## config.mk

```make
export PLATFORM = sky130hd
export DESIGN_NAME = dpram_arbiter
export DESIGN_NICKNAME = d
export VERILOG_FILES = /design/src/rtl/dpram_arb_pkg.sv /design/src/rtl/rr_arbiter.sv /design/src/rtl/dpram_arbiter.sv
export SDC_FILE = /design/constraint.sdc
export NUM_CORES = 1
export LEC_CHECK = 0
export ABC_AREA = 1
export CORE_MARGIN = 4
export CORE_UTILIZATION = 38
export CTS_CLUSTER_SIZE = 14
export DETAILED_ROUTE_END_ITERATION = 7
export PLACE_DENSITY_LB_ADDON = 0.15
export RECOVER_POWER = 100
export SYNTH_ARGS = -nofsm -noshare
export SYNTH_HDL_FRONTEND = slang
export SYNTH_HIERARCHICAL = 1
export SYNTH_SLANG_ARGS = --single-unit
```

## constraint.sdc

```tcl
create_clock -name clk -period 3.7 [get_ports clk]
set_clock_uncertainty 0.1 [all_clocks]
set_input_delay 0.37 -clock clk [delete_from_list [all_inputs] [get_ports clk]]
set_output_delay 0.37 -clock clk [all_outputs]
set_load 0.05 [all_outputs]
```

## src/rtl/dpram_arb_pkg.sv

```systemverilog
// Shared types and helpers for the dual-port RAM arbiter.
//   arb_state_e : controller state (clearing the RAM, or serving requests)
//   MaxReq      : largest supported requester count
//   rr_next     : round-robin pick, returns the one-hot winner starting at ptr
package dpram_arb_pkg;

    typedef enum logic [0:0] {
        StInit,
        StRun
    } arb_state_e;

    localparam int unsigned MaxReq = 4;

    // Scan from ptr upward (wrapping at n) and return the first requesting slot, one-hot.
    function automatic logic [MaxReq-1:0] rr_next(input logic [1:0]        ptr,
                                                  input logic [MaxReq-1:0] req,
                                                  input int unsigned       n);
        logic [MaxReq-1:0] gnt;
        logic              found;
        logic [1:0]        idx;
        gnt   = '0;
        found = 1'b0;
        for (int unsigned k = 0; k < MaxReq; k++) begin
            if (k < n) begin
                idx = 2'((32'(ptr) + k) % n);
                if (!found && req[idx]) begin
                    gnt[idx] = 1'b1;
                    found    = 1'b1;
                end
            end
        end
        return gnt;
    endfunction

endpackage

```

## src/rtl/rr_arbiter.sv

```systemverilog
// Round-robin arbiter with its own rotating pointer.
//   clk, rst : clock and asynchronous active-high reset (pointer returns to 0)
//   req      : request vector, one bit per requester
//   en       : the current candidate grant is accepted; advance the pointer past it
//   gnt      : one-hot candidate grant (combinational), zero when nothing requests
module rr_arbiter
    import dpram_arb_pkg::*;
#(
    parameter int unsigned NUM_REQ = 2
) (
    input  logic               clk,
    input  logic               rst,
    input  logic [NUM_REQ-1:0] req,
    input  logic               en,
    output logic [NUM_REQ-1:0] gnt
);

    logic [1:0]        ptr_q, ptr_d;
    logic [MaxReq-1:0] req_ext;
    logic [MaxReq-1:0] gnt_ext;
    logic [1:0]        win;
    logic              unused_gnt_ext;

    always_comb begin
        req_ext              = '0;
        req_ext[NUM_REQ-1:0] = req;
        gnt_ext              = rr_next(ptr_q, req_ext, NUM_REQ);
        gnt                  = gnt_ext[NUM_REQ-1:0];
    end

    // Slots above NUM_REQ never request, so their grant bits are always zero.
    assign unused_gnt_ext = ^gnt_ext;

    always_comb begin
        win = '0;
        for (int unsigned i = 0; i < NUM_REQ; i++) begin
            if (gnt[i]) begin
                win = 2'(i);
            end
        end
        ptr_d = ptr_q;
        if (en && |gnt) begin
            ptr_d = (win == 2'(NUM_REQ - 1)) ? 2'd0 : win + 2'd1;
        end
    end

    always_ff @(posedge clk or posedge rst) begin
        if (rst) begin
            ptr_q <= '0;
        end else begin
            ptr_q <= ptr_d;
        end
    end

endmodule

```

## src/rtl/dpram_arbiter.sv

```systemverilog
// Shares one dual-port RAM among NUM_REQ requesters. Writes go to RAM port 0, reads to port 1,
// each with its own round-robin arbiter. After reset the RAM is cleared to zero before any
// request is accepted.
//   clk, rst                              : clock, asynchronous active-high reset
//   req_valid/req_we/req_addr/req_wdata   : packed per-requester request fields
//   req_ready                             : combinational grant per requester
//   rsp_valid/rsp_data                    : one-hot read response, one cycle after the read grant
//   init_done                             : RAM clear finished
//   wr_en/port_en_0/addr_in_0/data_in     : RAM port 0 (write)
//   port_en_1/addr_in_1/data_out_1        : RAM port 1 (registered read)
// Build option DPRAM_ARB_COLLISION_FWD_EN: a same-address read/write pair is granted together and
// the write data is forwarded as the read response. Without it the read waits one cycle.
module dpram_arbiter
    import dpram_arb_pkg::*;
#(
    parameter int unsigned NUM_REQ    = 2,
    parameter int unsigned ADDR_WIDTH = 4,
    parameter int unsigned DATA_WIDTH = 8,
    parameter int unsigned DEPTH      = 16
) (
    input  logic                          clk,
    input  logic                          rst,
    input  logic [NUM_REQ-1:0]            req_valid,
    input  logic [NUM_REQ-1:0]            req_we,
    input  logic [NUM_REQ*ADDR_WIDTH-1:0] req_addr,
    input  logic [NUM_REQ*DATA_WIDTH-1:0] req_wdata,
    output logic [NUM_REQ-1:0]            req_ready,
    output logic [NUM_REQ-1:0]            rsp_valid,
    output logic [DATA_WIDTH-1:0]         rsp_data,
    output logic                          init_done,
    output logic                          wr_en,
    output logic                          port_en_0,
    output logic [ADDR_WIDTH-1:0]         addr_in_0,
    output logic [DATA_WIDTH-1:0]         data_in,
    output logic                          port_en_1,
    output logic [ADDR_WIDTH-1:0]         addr_in_1,
    input  logic [DATA_WIDTH-1:0]         data_out_1
);

    localparam int unsigned CNT_W = ADDR_WIDTH;

    arb_state_e           state_q, state_d;
    logic [CNT_W-1:0]     cnt_q, cnt_d;
    logic [NUM_REQ-1:0]   rsp_valid_q, rsp_valid_d;

    logic [NUM_REQ-1:0]   wr_cand, rd_cand;
    logic [NUM_REQ-1:0]   wr_gnt, rd_cgnt, rd_gnt;
    logic [ADDR_WIDTH-1:0] w_addr, r_addr;
    logic [DATA_WIDTH-1:0] w_data;
    logic                 collision;
    logic                 rd_accept;

    // Requests are only visible to the arbiters once the clear is finished.
    always_comb begin
        wr_cand = '0;
        rd_cand = '0;
        if (state_q == StRun) begin
            wr_cand = req_valid & req_we;
            rd_cand = req_valid & ~req_we;
        end
    end

    rr_arbiter #(
        .NUM_REQ (NUM_REQ)
    ) u_wr_arb (
        .clk (clk),
        .rst (rst),
        .req (wr_cand),
        .en  (1'b1),
        .gnt (wr_gnt)
    );

    rr_arbiter #(
        .NUM_REQ (NUM_REQ)
    ) u_rd_arb (
        .clk (clk),
        .rst (rst),
        .req (rd_cand),
        .en  (rd_accept),
        .gnt (rd_cgnt)
    );

    always_comb begin
        w_addr = '0;
        w_data = '0;
        r_addr = '0;
        for (int unsigned i = 0; i < NUM_REQ; i++) begin
            if (wr_gnt[i]) begin
                w_addr = req_addr[i*ADDR_WIDTH +: ADDR_WIDTH];
                w_data = req_wdata[i*DATA_WIDTH +: DATA_WIDTH];
            end
            if (rd_cgnt[i]) begin
                r_addr = req_addr[i*ADDR_WIDTH +: ADDR_WIDTH];
            end
        end
    end

    assign collision = (|wr_gnt) && (|rd_cgnt) && (w_addr == r_addr);

`ifdef DPRAM_ARB_COLLISION_FWD_EN
    logic                  fwd_sel_q, fwd_sel_d;
    logic [DATA_WIDTH-1:0] fwd_data_q, fwd_data_d;

    assign rd_accept  = 1'b1;
    assign fwd_sel_d  = collision;
    assign fwd_data_d = w_data;

    always_ff @(posedge clk or posedge rst) begin
        if (rst) begin
            fwd_sel_q  <= 1'b0;
            fwd_data_q <= '0;
        end else begin
            fwd_sel_q  <= fwd_sel_d;
            fwd_data_q <= fwd_data_d;
        end
    end

    always_comb begin
        rsp_data = '0;
        if (|rsp_valid_q) begin
            rsp_data = fwd_sel_q ? fwd_data_q : data_out_1;
        end
    end
`else
    // The RAM would return the old word, so the read is held back one cycle instead.
    assign rd_accept = ~collision;

    always_comb begin
        rsp_data = '0;
        if (|rsp_valid_q) begin
            rsp_data = data_out_1;
        end
    end
`endif

    assign rd_gnt    = rd_accept ? rd_cgnt : '0;
    assign rsp_valid = rsp_valid_q;
    assign init_done = (state_q == StRun);

    always_comb begin
        state_d     = state_q;
        cnt_d       = cnt_q;
        rsp_valid_d = '0;
        req_ready   = '0;
        wr_en       = 1'b0;
        port_en_0   = 1'b0;
        addr_in_0   = '0;
        data_in     = '0;
        port_en_1   = 1'b0;
        addr_in_1   = '0;
        case (state_q)
            StInit: begin
                wr_en     = 1'b1;
                port_en_0 = 1'b1;
                addr_in_0 = cnt_q;
                cnt_d     = cnt_q + 1'b1;
                if (cnt_q == CNT_W'(DEPTH - 1)) begin
                    state_d = StRun;
                end
            end
            StRun: begin
                if (|wr_gnt) begin
                    wr_en     = 1'b1;
                    port_en_0 = 1'b1;
                    addr_in_0 = w_addr;
                    data_in   = w_data;
                end
                if (|rd_gnt) begin
                    port_en_1 = 1'b1;
                    addr_in_1 = r_addr;
                end
                req_ready   = wr_gnt | rd_gnt;
                rsp_valid_d = rd_gnt;
            end
            default: state_d = StInit;
        endcase
        // Outputs must read zero while reset is held, not just after the next edge.
        if (rst) begin
            req_ready = '0;
            wr_en     = 1'b0;
            port_en_0 = 1'b0;
            addr_in_0 = '0;
            data_in   = '0;
            port_en_1 = 1'b0;
            addr_in_1 = '0;
        end
    end

    always_ff @(posedge clk or posedge rst) begin
        if (rst) begin
            state_q     <= StInit;
            cnt_q       <= '0;
            rsp_valid_q <= '0;
        end else begin
            state_q     <= state_d;
            cnt_q       <= cnt_d;
            rsp_valid_q <= rsp_valid_d;
        end
    end

endmodule

```

### Yosys cells after proc, flatten, opt, wreduce, memory -nomap -nowiden

Index checks and enable logic that the tools add are counted.

* register bits after elaboration: 9
* logic and storage cells: 101

* add/subtract/negate cells: 5
* magnitude comparators: 8
* equal/unequal tests: 4
* muxes and demuxes: 56
* bitwise logic cells: 8
* reduce and logical (&&, ||, !) cells: 15

Operators with widths (number)
* 2-to-1 mux 8 bit: 6
* 2-to-1 mux 4 bit: 9
* 2-to-1 mux 1 bit: 25
* 2-to-1 mux 2 bit: 10
* less-than comparator 1 x 3 -> 1 bit (second input constant): 4
* logical AND 1 bit: 9
* one-hot mux 4 bit (2 select lines): 1
* OR reduction 2 bit: 4
* bitwise OR 2 bit: 3
* adder 1 bit (second input constant): 4
* adder 4 x 1 -> 4 bit (second input constant): 1
* AND 2 bit: 2
* demux 1 bit (select 1 bit): 4
* equality test 4 bit: 1
* equality test 4 bit (second input constant): 1
* greater-or-equal comparator 1 bit (second input constant): 4
* equality test 1 bit (second input constant): 2
* logical NOT 1 bit: 2
* NOT 1 bit: 2
* NOT 2 bit: 1
* one-hot mux 1 bit (2 select lines): 1

### Longest topological paths before layout

* depth after elaboration: 18
* mapped depth: 15
* depth with buffers taken out: 14

### Hierarchy

The synthesis kept the hierarchy.

By module, submodules not included
* dpram_arbiter: times used 1, cells an instance 162, area an instance 895.9 sq um, sequential area each 175.2 sq um
* rr_arbiter: times used 2, cells an instance 9, area an instance 63.8 sq um, sequential area each 25.0 sq um

### Worst setup path before layout

No wires, ideal clock.

* kind: register to output
* from: register state_q, in the netlist init_done
* to: output wr_en
* arrival: 3.254 ns
* path slack: -0.024 ns
* cell stages (with the launch flop): 8
* buffers on the path: 2
* cell sequence: dfrtp_1 inv_1 clkbuf_1 nor2_1 a21boi_0 nor2_1 o21ai_0 buf_4

* longest elaborated chain between the ends: 11
* elaborated cells between the ends (all ways): 16

RTL lines
* from (decl): RTL line dpram_arbiter.sv:42 `arb_state_e state_q, state_d;`
* from (signal assigned): RTL line dpram_arbiter.sv:191 `state_q <= StInit;`
* from (signal assigned): RTL line dpram_arbiter.sv:195 `state_q <= state_d;`
* 2-to-1 mux 2 bit (*): RTL line dpram_arbiter.sv:57 `if (state_q == StRun) begin`
* via wr_cand[0]: RTL line dpram_arbiter.sv:46 `logic [NUM_REQ-1:0] wr_cand, rd_cand;`
* 2-to-1 mux 1 bit (not written as such) (2 in series): RTL line dpram_arb_pkg.sv:26 `if (!found && req[idx]) begin`
* 2-to-1 mux 1 bit: RTL line dpram_arb_pkg.sv:26
* logical NOT 1 bit: RTL line dpram_arb_pkg.sv:26
* logical AND 1 bit: RTL line dpram_arb_pkg.sv:26
* 2-to-1 mux 2 bit (*): RTL line dpram_arb_pkg.sv:26
* via wr_gnt[0]: RTL line dpram_arbiter.sv:47 `logic [NUM_REQ-1:0] wr_gnt, rd_cgnt, rd_gnt;`
* OR reduction 2 bit (*): RTL line dpram_arbiter.sv:162 `if (|wr_gnt) begin`
* 2-to-1 mux 1 bit (*)
* one-hot mux 1 bit (2 select lines) (*)
* 2-to-1 mux 1 bit (*)
* to (decl): RTL line dpram_arbiter.sv:31 `output logic wr_en,`

The timed path passes the listed nets; every way through them passes the cells marked *. The select of a mux whose other input is x is not followed.

### Worst setup path in the final report

* from: register state_q, in the netlist init_done
* to: output req_ready[1]

* longest elaborated chain between the ends: 15
* elaborated cells between the ends (all ways): 35

RTL lines
* 2-to-1 mux 2 bit (*): RTL line dpram_arbiter.sv:57
* via wr_cand[0]: RTL line dpram_arbiter.sv:46
* 2-to-1 mux 1 bit (not written as such) (2 in series): RTL line dpram_arb_pkg.sv:26
* 2-to-1 mux 1 bit: RTL line dpram_arb_pkg.sv:26
* logical NOT 1 bit: RTL line dpram_arb_pkg.sv:26
* logical AND 1 bit: RTL line dpram_arb_pkg.sv:26
* 2-to-1 mux 2 bit (*): RTL line dpram_arb_pkg.sv:26
* via wr_gnt[0]: RTL line dpram_arbiter.sv:47
* 2-to-1 mux 4 bit (2 in series): RTL line dpram_arbiter.sv:88 `if (wr_gnt[i]) begin`
* equality test 4 bit: RTL line dpram_arbiter.sv:98 `assign collision = (|wr_gnt) && (|rd_cgnt) && (w_addr == r_addr);`
* logical AND 1 bit (*): RTL line dpram_arbiter.sv:98
* 2-to-1 mux 2 bit (*): RTL line dpram_arbiter.sv:136 `assign rd_gnt = rd_accept ? rd_cgnt : '0;`
* bitwise OR 2 bit (*): RTL line dpram_arbiter.sv:172 `req_ready = wr_gnt | rd_gnt;`
* 2-to-1 mux 2 bit (*): RTL line dpram_arbiter.sv:151 `case (state_q)`
* 2-to-1 mux 2 bit (*): RTL line dpram_arbiter.sv:178 `if (rst) begin`
* to (decl): RTL line dpram_arbiter.sv:27 `output logic [NUM_REQ-1:0] req_ready,`

Marked as above.

==> results.md <==
* Max Slew Vio Count at 0
* Final nets at 292
* First-pass GRT wire length at 5.08 mm
* Routed Antenna Nets at 0
* Adder-Cell Fraction of Synth Area at 1.22%
* CTS tree: yes
* Hold Violations, Final at 0
* Largest area contributor in the netlist: nand2_1
* Routed met2 length at 1.39 mm
* Cell area after synthesis at 1020 um^2
* Core Area at 2520 um^2
* Cell Pwr Density at 239 nW/um^2
* Critical path type: register to primary output
* Tot GR Track Use at 18.2%
* Root buf cell: clkbuf_4
* Crit Path Max Fanout at 12
* Drt wl/cell at 11.0 um
* Post-route met1 wirelength at 1.36 mm
* Peak supply drop at 0.000277 V
* Leading cell types by count after synthesis: nand2_1, inv_1, nor2_1, dfrtp_1, nand3_1
* Clk sink count at 9
* Post-synth EDFFs at 0
* CP required at 3.23 ns
* Max Root-Sink Buffers at 2
* First-iteration detailed-routing DRC count at 31
* Slew @ Worst Pin at 0.777 ns
* CTS Buf Count at 3
* Top-count cell post-synth: nand2_1
* CP Launch Type: register
* Post-synthesis compound-gate area fraction at 10.9%
* Final HPWL DP at 2.57 mm
* # setup viols final at 0
* DR DRC count at 0
* Initial DRT Pass Iterations at 4
* Core Util, Final at 71.3%
* Asr flop ratio synth at 100%
* Reg2reg path depth at 12
* Clock insertion delay at the later pin of the skew report at 0.26 ns
* Floorplan row count at 18
* P_leak at 1.06 nW
* Outcome: finished clean
* Largest net degree at the start of global routing at 15
* Max transition margin at 47.7%
* Max Cap Viol at 0
* Die footprint at 3590 um^2
* Start point of the critical path: init_done$_DFF_PP0_
* Clock transition at path regs at 0.06 ns
* Final period utilization at 92.8%
* FMAX at 291 MHz
* Chip Width at 59.9 um
* Worst r2r src: init_done$_DFF_PP0_
* Post-synthesis simple-gate area fraction at 49.5%
* Die height at 59.9 um
* Top routing layer in use: met4
* CP Data Arrival Time at 2.97 ns
* Largest cells by area after synthesis: nand2_1, dfrtp_1, inv_1, nor2_1, nand3_1
* Setup TNS at 0 ns
* Resized cells post-CTS at 0
* Post-Syn Instances at 180
* Post-synthesis cell type count at 28
* Final WL at 3.10 mm
* Via/cell ratio at 4.71
* IO buf count at 69
* Synth warnings at 6
* RSZ-0062 raised after global routing: false
* H-tree depth at 1
* Area Growth Syn to Fin at 75.7%
* Global route overflow at 0
* Post-Synth XOR/XNOR Area at 1.71%
* Antenna violations before repair at 0
* Post-synth top area share at 22.4%
* Routed via count at 1,327
* Crit path time final at 3.44 ns
* Layout cells sized above 1 at 10.7%
* Mux cell area share after synthesis at 0%
* GPL Wtd Cong at 0.835
* Initial Utilization at 40.6%
* Met3 Routed Length at 329 um
* Main combinational cell family by area after synthesis: simple AND/OR/NAND/NOR gates
* IO Pins at 70
* Vias in the first global route at 1,184
* Seq/Total Area, Yosys at 22.0%
* Worst Hold Class: input port to async pin
* FF+latch count, synth at 9
* Main synth FF type: dfrtp_1
* # hold bufs at CTS at 0
* Post-Syn Area per Cell at 5.69 um^2
* Ant diodes at 0
* CP Capture Type: primary output
* Postcts setup bufs at 0
==> worst max-delay path: stages (launching register included) <==
cell and delay [ns]:
dfrtp_1 0.46, inv_1 0.23, nor2_1 0.22, a21boi_0 0.66, nand2_1 0.14, nand2_2 0.10, nand2_1 0.08, nand3_1 0.07
nand2_1 0.05, nor2_1 0.17, nand3_4 0.14, nand2_1 0.12, a21oi_2 0.06, clkbuf_4 0.21
==> sequential cells by signal (all words and copies together) (netlist names) <==
| register | count |
|---|---|
| cnt_q | 4 |
| init_done | 1 |
| rsp_valid | 2 |
| u_rd_arb/ptr_q | 1 |
| u_wr_arb/ptr_q | 1 |
==> area by class of cell <==
| type | count | area [um^2] |
|---|---|---|
| repair buffers | 71 | 752 |
| fillers | 217 | 724 |
| multi-input cells | 137 | 641 |
| flip-flops and latches | 9 | 225 |
| inverters | 31 | 116 |
| well taps | 30 | 37.5 |
| clock buffers | 4 | 26.3 |
==> layer usage <==
metal | GRT usage [%] | vias up
li1 | - | 688
met1 | 22.1 | 583
met2 | 30.6 | 54
met3 | 6.26 | 2
met4 | 4.43 | 0
met5 | 0 | -
==> path summary, 6_finish.rpt <==
kind / end / slack [ns]
worst max-delay path: req_ready[1] / 0.26
worst min-delay path: u_wr_arb/ptr_q[0]$_DFFE_PP0P_ / 0.38
worst max register to register: rsp_valid[1]$_DFF_PP0_ / 0.99
worst min register to register: u_rd_arb/ptr_q[0]$_DFFE_PP0P_ / 0.41
max in group asynchronous: cnt_q[2]$_DFFE_PP0N_ / 2.74
min in group clk: u_rd_arb/ptr_q[0]$_DFFE_PP0P_ / 0.41
==> cells by family (layout without fill, tap and decap cells) <==
logic type,after synthesis,in the layout
and+or+nand+nor,113,113
buffers and inverters,35,106
AOI/OAI and AO/OA,19,19
xor gates and xnor gates,2,2
other,1,2
DFF,9,9
adders and majority gates,1,1
==> report_power, final <==
part / internal (mW) / switching, mW / total [mW]
clock network: 0.0415 / 0.0338 / 0.0753
registers: 0.105 / 0.00417 / 0.109
logic: 0.0949 / 0.151 / 0.246
==> placed cells by master (no fill, tap or decap) <==
cell type and n:
a21boi_1 2, o22ai_1 2, buf_4 3, nand2_1 61, or2_4 1, nand4_1 1
nand3_4 2, nand3_1 8, xnor2_1 1, nand2_2 4, ha_1 1, xor2_1 1
dlymetal6s2s_1 8, o21ai_1 1, conb_1 2, nor3_1 3, clkbuf_2 2, clkbuf_1 4
nand3_2 1, clkbuf_4 4, inv_1 29, a21boi_0 2, nor2_1 31, a21oi_1 6
dlygate4sd3_1 12, nor2_2 1, dfrtp_1 9, inv_2 2, buf_12 6, a21oi_2 1
clkdlybuf4s50_1 36, o21ai_0 5
==> through the flow <==
step | setup slack, ns | cells | power [mW] | hold slack [ns] | instance area (um^2)
6_report | 0.265 | 282 | 0.430 | 0.381 | 1800
5_1_grt | 0.00833 | 282 | 0.462 | 0.379 | 1800
4_1_cts | 0.322 | 282 | 0.468 | 0.262 | 1950
3_5_place_dp | 0.446 | 278 | 0.391 | 0.402 | 1930
3_3_place_gp | 0.476 | 278 | 0.388 | 0.388 | 1930
2_1_floorplan | 0.210 | 181 | 0.268 | -0.00129 | 1030
(Power assumes the default switching activity.)
